--- src/rtl/memory_stage.sv ---
// memory_stage: LEGv8 MEM pipeline stage with EX/MEM register, req/ack wait-state FSM, timeout abort and branch resolution.
module memory_stage #(
  parameter int N = 64,
  parameter int MAX_WAIT = 15
) (
  input  logic         clk,
  input  logic         reset,
  input  logic         valid_E,
  input  logic         MemRead_E,
  input  logic         MemWrite_E,
  input  logic         Branch_E,
  input  logic         zero_E,
  input  logic [N-1:0] aluResult_E,
  input  logic [N-1:0] writeData_E,
  input  logic [N-1:0] PCBranch_E,
  output logic         stall_M,
  output logic         mem_req,
  output logic         mem_we,
  output logic [N-1:0] mem_addr,
  output logic [N-1:0] mem_wdata,
  input  logic         mem_ack,
  input  logic [N-1:0] mem_rdata,
  output logic         valid_M,
  output logic [N-1:0] aluResult_M,
  output logic [N-1:0] readData_M,
  output logic [N-1:0] PCBranch_M,
  output logic         PCSrc_M,
  output logic         mem_err
);
  typedef enum logic {IDLE, BUSY} state_t;
  state_t state, state_next;
  logic r_we, r_taken;
  logic [N-1:0] r_addr, r_wdata, r_pcb;
  logic [7:0] cnt;
  logic is_mem, aligned, busy, timeout, done;
  assign is_mem  = valid_E & (MemRead_E | MemWrite_E);
  assign aligned = aluResult_E[2:0] == 3'b000;
  assign busy    = state == BUSY;
  assign timeout = cnt == 8'(MAX_WAIT - 1);
  assign done    = busy & (mem_ack | timeout);
  assign stall_M   = busy;
  assign mem_req   = busy;
  assign mem_we    = busy & r_we;
  assign mem_addr  = busy ? r_addr : '0;
  assign mem_wdata = busy ? r_wdata : '0;
  always_comb begin
    state_next = state;
    state_next = busy ? (done ? IDLE : BUSY) : ((is_mem & aligned) ? BUSY : IDLE);
  end
  always_ff @(posedge clk or posedge reset)
    if (reset) state <= IDLE;
    else state <= state_next;
  always_ff @(posedge clk or posedge reset) begin
    if (reset) begin
      r_we        <= 1'b0;
      r_taken     <= 1'b0;
      r_addr      <= '0;
      r_wdata     <= '0;
      r_pcb       <= '0;
      cnt         <= '0;
      valid_M     <= 1'b0;
      aluResult_M <= '0;
      readData_M  <= '0;
      PCBranch_M  <= '0;
      PCSrc_M     <= 1'b0;
      mem_err     <= 1'b0;
    end else begin
      valid_M <= 1'b0;
      PCSrc_M <= 1'b0;
      if (!busy) begin
        r_we    <= MemWrite_E;
        r_taken <= Branch_E & zero_E;
        r_addr  <= aluResult_E;
        r_wdata <= writeData_E;
        r_pcb   <= PCBranch_E;
        cnt     <= '0;
        if (valid_E && !(is_mem && aligned)) begin
          valid_M     <= 1'b1;
          aluResult_M <= aluResult_E;
          PCBranch_M  <= PCBranch_E;
          PCSrc_M     <= Branch_E & zero_E;
          readData_M  <= '0;
          if (is_mem) mem_err <= 1'b1;
        end
      end else if (done) begin
        // ack wins over a timeout landing on the same edge
        valid_M     <= 1'b1;
        aluResult_M <= r_addr;
        PCBranch_M  <= r_pcb;
        PCSrc_M     <= r_taken;
        readData_M  <= (mem_ack && !r_we) ? mem_rdata : '0;
        if (!mem_ack) mem_err <= 1'b1;
      end else begin
        cnt <= cnt + 8'd1;
      end
    end
  end
endmodule

--- config.mk ---
export PLATFORM = sky130hd
export DESIGN_NAME = memory_stage
export DESIGN_NICKNAME = d
export VERILOG_FILES = /design/src/rtl/memory_stage.sv
export SDC_FILE = /design/constraint.sdc
export NUM_CORES = 1
export LEC_CHECK = 0
export BUFFER_PORTS_ARGS = -buffer_cell sky130_fd_sc_hd__buf_2
export CAP_MARGIN = 20
export CORE_AREA = 2 2 226 228
export DETAILED_ROUTE_END_ITERATION = 7
export DIE_AREA = 0 0 228 230
export SLEW_MARGIN = 10
export SYNTH_ARGS = -nofsm -noshare
export SYNTH_HDL_FRONTEND = slang
export SYNTH_SLANG_ARGS = --single-unit
--- constraint.sdc ---
create_clock -name clk -period 19.7 [get_ports clk]
set_input_delay 0 -clock clk [delete_from_list [all_inputs] [get_ports clk]]
set_output_delay 0 -clock clk [all_outputs]
set_load 0.1 [all_outputs]
==> results of run 1 <==
==> what timing repair did <==
item,in CTS,in global routing
hold endpoints to repair,518,0
hold buffers,263,0
gates resized for setup,0,0
==> where the power goes <==
part           internal (uW)  switching [uW]  total (uW)
Sequential               893            47.1         940
Clock                    523             339         862
Combinational            159             539         698
==> final timing paths <==
path	end	slack, ps
worst max register to register	aluResult_M[1]	16420
worst min-delay path	PCBranch_M[6]	130
worst max-delay path	aluResult_M[1]	16420
min in group clk	readData_M[15]	200
worst min register to register	r_taken	490
max in group asynchronous	mem_req	17210
==> state kept, by name (all words and copies together), names as in the netlist <==
| name | cells |
|---|---|
| PCBranch_M | 64 |
| aluResult_M | 64 |
| r_addr | 64 |
| r_pcb | 64 |
| r_wdata | 64 |
| readData_M | 64 |
| cnt | 8 |
| PCSrc_M | 1 |
| mem_err | 1 |
| mem_req | 1 |
| r_taken | 1 |
| r_we | 1 |
| valid_M | 1 |
==> tightest hold or removal path, cell delays in order <==
cell and delay [ps]:
dlygate4sd3_1 530, buf_2 150, inv_8 550
==> cells in the mapped netlist (2+ instances only) <==
master,count
dfrtp_1,398
mux2_2,193
and2_1,134
inv_1,105
a21oi_1,102
o22ai_1,100
mux2i_1,86
a22o_1,64
buf_2,47
clkbuf_1,32
buf_4,12
nand2_1,10
nand2b_1,4
buf_1,3
nor3_1,3
o21ai_0,3
buf_6,2
ha_1,2
xnor2_1,2
xor2_1,2
==> through the flow <==
stage | area (sq um) | hold WS, ps
after floorplan | 16700 | 133
after global placement | 20200 | 217
after detailed placement | 20200 | 220
after CTS | 24400 | 148
after global routing | 24400 | 162
final | 24400 | 135
==> final cells by class <==
cell class	count	share of cell area [%]
clock buffer	73	6.02
tap	672	3.45
clock inverter	9	0.359
timing repair buffer	865	23.4
inverter	105	1.65
sequential	398	40.9
multi-input combinational	722	24.2
==> routing by layer <==
layer,routed length (um),vias up
met5,0,-
met4,1520,0
met3,4010,92
met2,25500,478
met1,20400,6688
li1,-,6233
==> cells by family after synthesis <==
kind of cell / after synthesis / synth area share, %
xor gates and xnor gates: 4 / 0.210
DFF: 398 / 59.7
adders and majority gates: 2 / 0.150
and+or+nand+nor: 161 / 5.94
buffers and inverters: 201 / 5.23
AOI/OAI and AO/OA: 276 / 10.6
muxes: 279 / 18.2
==> qor.txt, run 1 <==
Detailed Route WL - 51.4 mm
Crit path max-delay family - flip-flops
Synth top area share - 59.7%
Crit end category - register
RSZ-0062 raised after global routing - no
I/O pin cnt - 590
Multi-input logic area - 5900 sq um
Post-Synthesis Cells - 1321
Vias - 13500
# clock sinks - 398
First-pass GRT wire length - 80.9 mm
Fin util - 48.9%
CP max stage delay - 960 ps
GRT Total Usage - 19.2%
Sequential fraction of the synthesis area - 59.7%
Power Total - 2500 uW
Post-CTS Setup Inserts - 0
Clock transition at path regs - 60 ps
Post-DP HPWL - 33.0 mm
Iteration-0 DRC Markers - 651
Die height - 230 um
Area growth, synth to finish - 46.0%
Setup Viol. Count Final - 0
Post-synth EDFFs - 0
Vias in the first global route - 14500
Initial antenna violation count - 0
Hold Path Class - in2async
Cell Rows - 82
Syn_nets - 1587
Post-DR vias/cell - 4.74
Setup TNS - 0 ps
Bufs and invs on worst path - 1
Crit share post-route - 16.7%
Wire length per cell - 18.1 um
Levels on crit path - 5
Min Tclk post-route - 3280 ps
# Max-Cap Violations - 0
Drt first pass iters - 5
FF+latch area - 9960 sq um
Die W - 228 um
Buffers added on ports - 589
Global routing usage on met1 - 22.5%
Number of distinct library cells after synthesis - 37
Asr flop ratio synth - 100%
Worst EP required - 20100 ps
Power density over the cells - 103 nW/um^2
H-tree depth - 2
Bufs on Longest Clock Path - 3
Largest net degree at the start of global routing - 189
Leading cell type in the layout, fill and taps excluded - buf_2
Clock root cell - clkbuf_16
Worst Path Max Fanout - 81
GRT met3 Usage - 5.99%
Dominant cell type by area after synthesis - dfrtp_1
Pre-CTS WS - 16370 ps
Fin. max-slew vios - 0
Critical R2R Launch - mem_req
Area contributors post-synth - dfrtp_1 (60%), mux2_2 (13%), mux2i_1 (5.2%)
Most frequent cells in the layout - buf_2 (589), dfrtp_1 (397), dlygate4sd3_1 (263), mux2_2 (193), and2_1 (134)
Slew headroom - 9.12%
Syn Area/Cell - 12.6 sq um
CP max-delay cell - dfrtp_4
Post-route ant nets - 0
GR Util met2 - 33.2%
Worst R2R Path Depth - 5
Inserted Clock Buffers - 46
Layout cells sized above 1 - 40.4%
Final Hold Violating Endpoints - 0
PnR worst setup slack - 16420 ps
CP startpoint - mem_req
N_diodes - 0
FMAX - 305 MHz
CTS tree - built
Synth warn - 0
Worst Path Arrival - 3690 ps
Nets - 2404
Clock Latency Late Sink - 560 ps
Gr busiest metal - met2
Core box area - 49900 sq um
Post-Syn Area - 16700 sq um
Top FF cell, synth - dfrtp_1
Initial Util - 33.5%
Crit-path cells - nand2b_1 -> o21bai_4 -> and2_4 -> buf_4 -> a21oi_1
Setup CP Type - reg2reg
Total gr overflow - 0
# fillers - 4445
Slew @ Worst Pin - 1360 ps
Register bit total from synthesis - 398
GP Congestion - 0.878
Setup Skew - 12.7 ps
Status - completed
Startpoint types - register
Leak pwr - 0.0120 uW
Count of non-filler cells in the finished layout - 2844
VDD IR-drop max - 0.0793 mV
DR DRC count - 0
Die ar. - 52400 sq um
Inst Count DP - 2499
(Power assumes the default switching activity.)
==> inputs of run 2 (changes only) <==
CORE_AREA = 2 2 228 230   (was 2 2 226 228)
DIE_AREA = 0 0 230 232   (was 0 0 228 230)
clock period = 3.1 ns   (was 19.7 ns; I/O delays follow)
==> run 2 against run 1 <==
Against the previous run: critical path depth is 2 lower; die area increased by 1.8%; worst hold slack got worse by 54 ps; non-clock buffer count grew 9; via count is 0.50% lower; clock-buffer cell count decreased by 9; wire length decreased by 1.9%; combinational power rose to 6.4 times the previous value; first-iteration DRC count shrank 14%; critical endpoint is now mem_addr[63]; largest cell class unchanged.
==> qor.txt, run 2 (same netlist as run 1, synthesis figures left out) <==
Status - completed
Vias in the first global route - 14200
Initial antenna violation count - 4
Pre-CTS WS - 889 ps
Multi-input logic area - 5900 sq um
Post-CTS Setup Inserts - 0
Setup CP Type - reg2out
First-pass GRT wire length - 78.2 mm
Inserted Clock Buffers - 44
Layout cells sized above 1 - 40.4%
# fillers - 4557
Clock Latency Late Sink - 550 ps
RSZ-0062 raised after global routing - no
Hold Path Class - in2async
Clock root cell - clkbuf_16
GP Congestion - 0.785
Wire length per cell - 17.7 um
DR DRC count - 0
Iteration-0 DRC Markers - 558
N_diodes - 0
Min Tclk post-route - 2520 ps
Reg-to-reg slack, setup - 870 ps
Cts repair resizes - 0
H-tree depth - 2
PnR worst setup slack - 581 ps
# clock sinks - 398
Slew headroom - 33.9%
Setup Viol. Count Final - 0
Die W - 230 um
Vias - 13400
Die height - 232 um
Setup TNS - 0 ps
Fin. max-slew vios - 0
Largest net degree at the start of global routing - 211
Fin util - 47.9%
Drt first pass iters - 4
I/O pin cnt - 590
Worst EP required - 3100 ps
Buffers added on ports - 589
CTS tree - built
Core box area - 50900 sq um
Post-DP HPWL - 32.6 mm
Die ar. - 53400 sq um
Worst Path Arrival - 2520 ps
Power Total - 15500 uW
Worst Path Max Fanout - 210
Post-route ant nets - 0
Cell Rows - 83
GRT Total Usage - 18.4%
Setup Skew - 10.7 ps
Final Hold Violating Endpoints - 0
Detailed Route WL - 50.4 mm
Crit-path cells - buf_12 -> and2_1 -> buf_2
# Max-Cap Violations - 0
Worst Hold Slack - 80.7 ps
Leading cell type in the layout, fill and taps excluded - buf_2
CP max-delay cell - buf_12
Clock transition at path regs - 60 ps
Area growth, synth to finish - 46.1%
Crit share post-route - 81.2%
Initial Util - 32.8%
Most frequent cells in the layout - buf_2 (589), dfrtp_1 (397), dlygate4sd3_1 (263), mux2_2 (193), and2_1 (134)
FF+latch area - 9960 sq um
FMAX - 397 MHz
VDD IR-drop max - 0.525 mV
Total gr overflow - 0
CP max stage delay - 560 ps
Power density over the cells - 637 nW/um^2
Post-DR vias/cell - 4.71
Nets - 2411
Startpoint types - register
Bufs on Longest Clock Path - 3
Leak pwr - 0.0120 uW
Slew @ Worst Pin - 991 ps
Crit end category - primary output
==> run 2: changes by cell type in the layout (fill, tap and decap cells not counted), sizes merged <==
cell / before / now
buf: 602 / 611
bufinv: 1 / 2
clkbuf: 73 / 64
clkinv: 6 / 5
clkinvlp: 0 / 2
inv: 107 / 104
==> run 2: metal layers <==
metal	part of all wire [%]	track usage, %	wire [um]	vias to the layer above
li1	-	-	-	6239
met1	41	22.1	20700	6634
met4	2.6	5.65	1330	2
met2	49	31.9	24800	461
met3	7.1	5.13	3590	87
met5	0.032	0	16	-
==> run 2: timing repair <==
action,CTS,global route
setup endpoints to repair,0,0
endpoints found under the hold margin,442,0
hold buffers,263,0
==> run 2: stage by stage <==
step	cell area, sq um	instances
floorplan	16700	1321
global placement	20400	2516
detailed placement	20400	2516
CTS	24400	2851
global route	24400	2851
finish	24400	2851
==> run 2: power breakdown <==
part	internal (uW)	total [uW]	switching (uW)
Clock	3040	5100	2060
Sequential	5680	5960	286
Combinational	1040	4460	3430
==> run 2: final cells by class <==
type,instances,share of cell area (%)
Sequential cell,398,40.8
Multi-Input combinational cell,722,24.2
Timing Repair Buffer,874,24.1
Clock buffer,64,5.32
Tap cell,680,3.49
Inverter,105,1.63
Clock inverter,8,0.395
==> run 2: worst paths after layout <==
check | from | end | depth (start not counted)
worst max-delay path | mem_req | mem_addr[63] | 3
worst min-delay path | reset | PCBranch_M[13] | 3
worst max register to register | cnt[0] | readData_M[28] | 7
worst min register to register | r_wdata[35] | r_wdata[35] | 1
max in group asynchronous | reset | r_wdata[47] | 5
min in group clk | mem_rdata[12] | readData_M[12] | 3
==> run 2: critical path, delay by kind of cell, from the launching register on <==
kind,cells,cell delay [ps]
buffers and inverters,2,1020
DFF,1,470
and+or+nand+nor,1,230
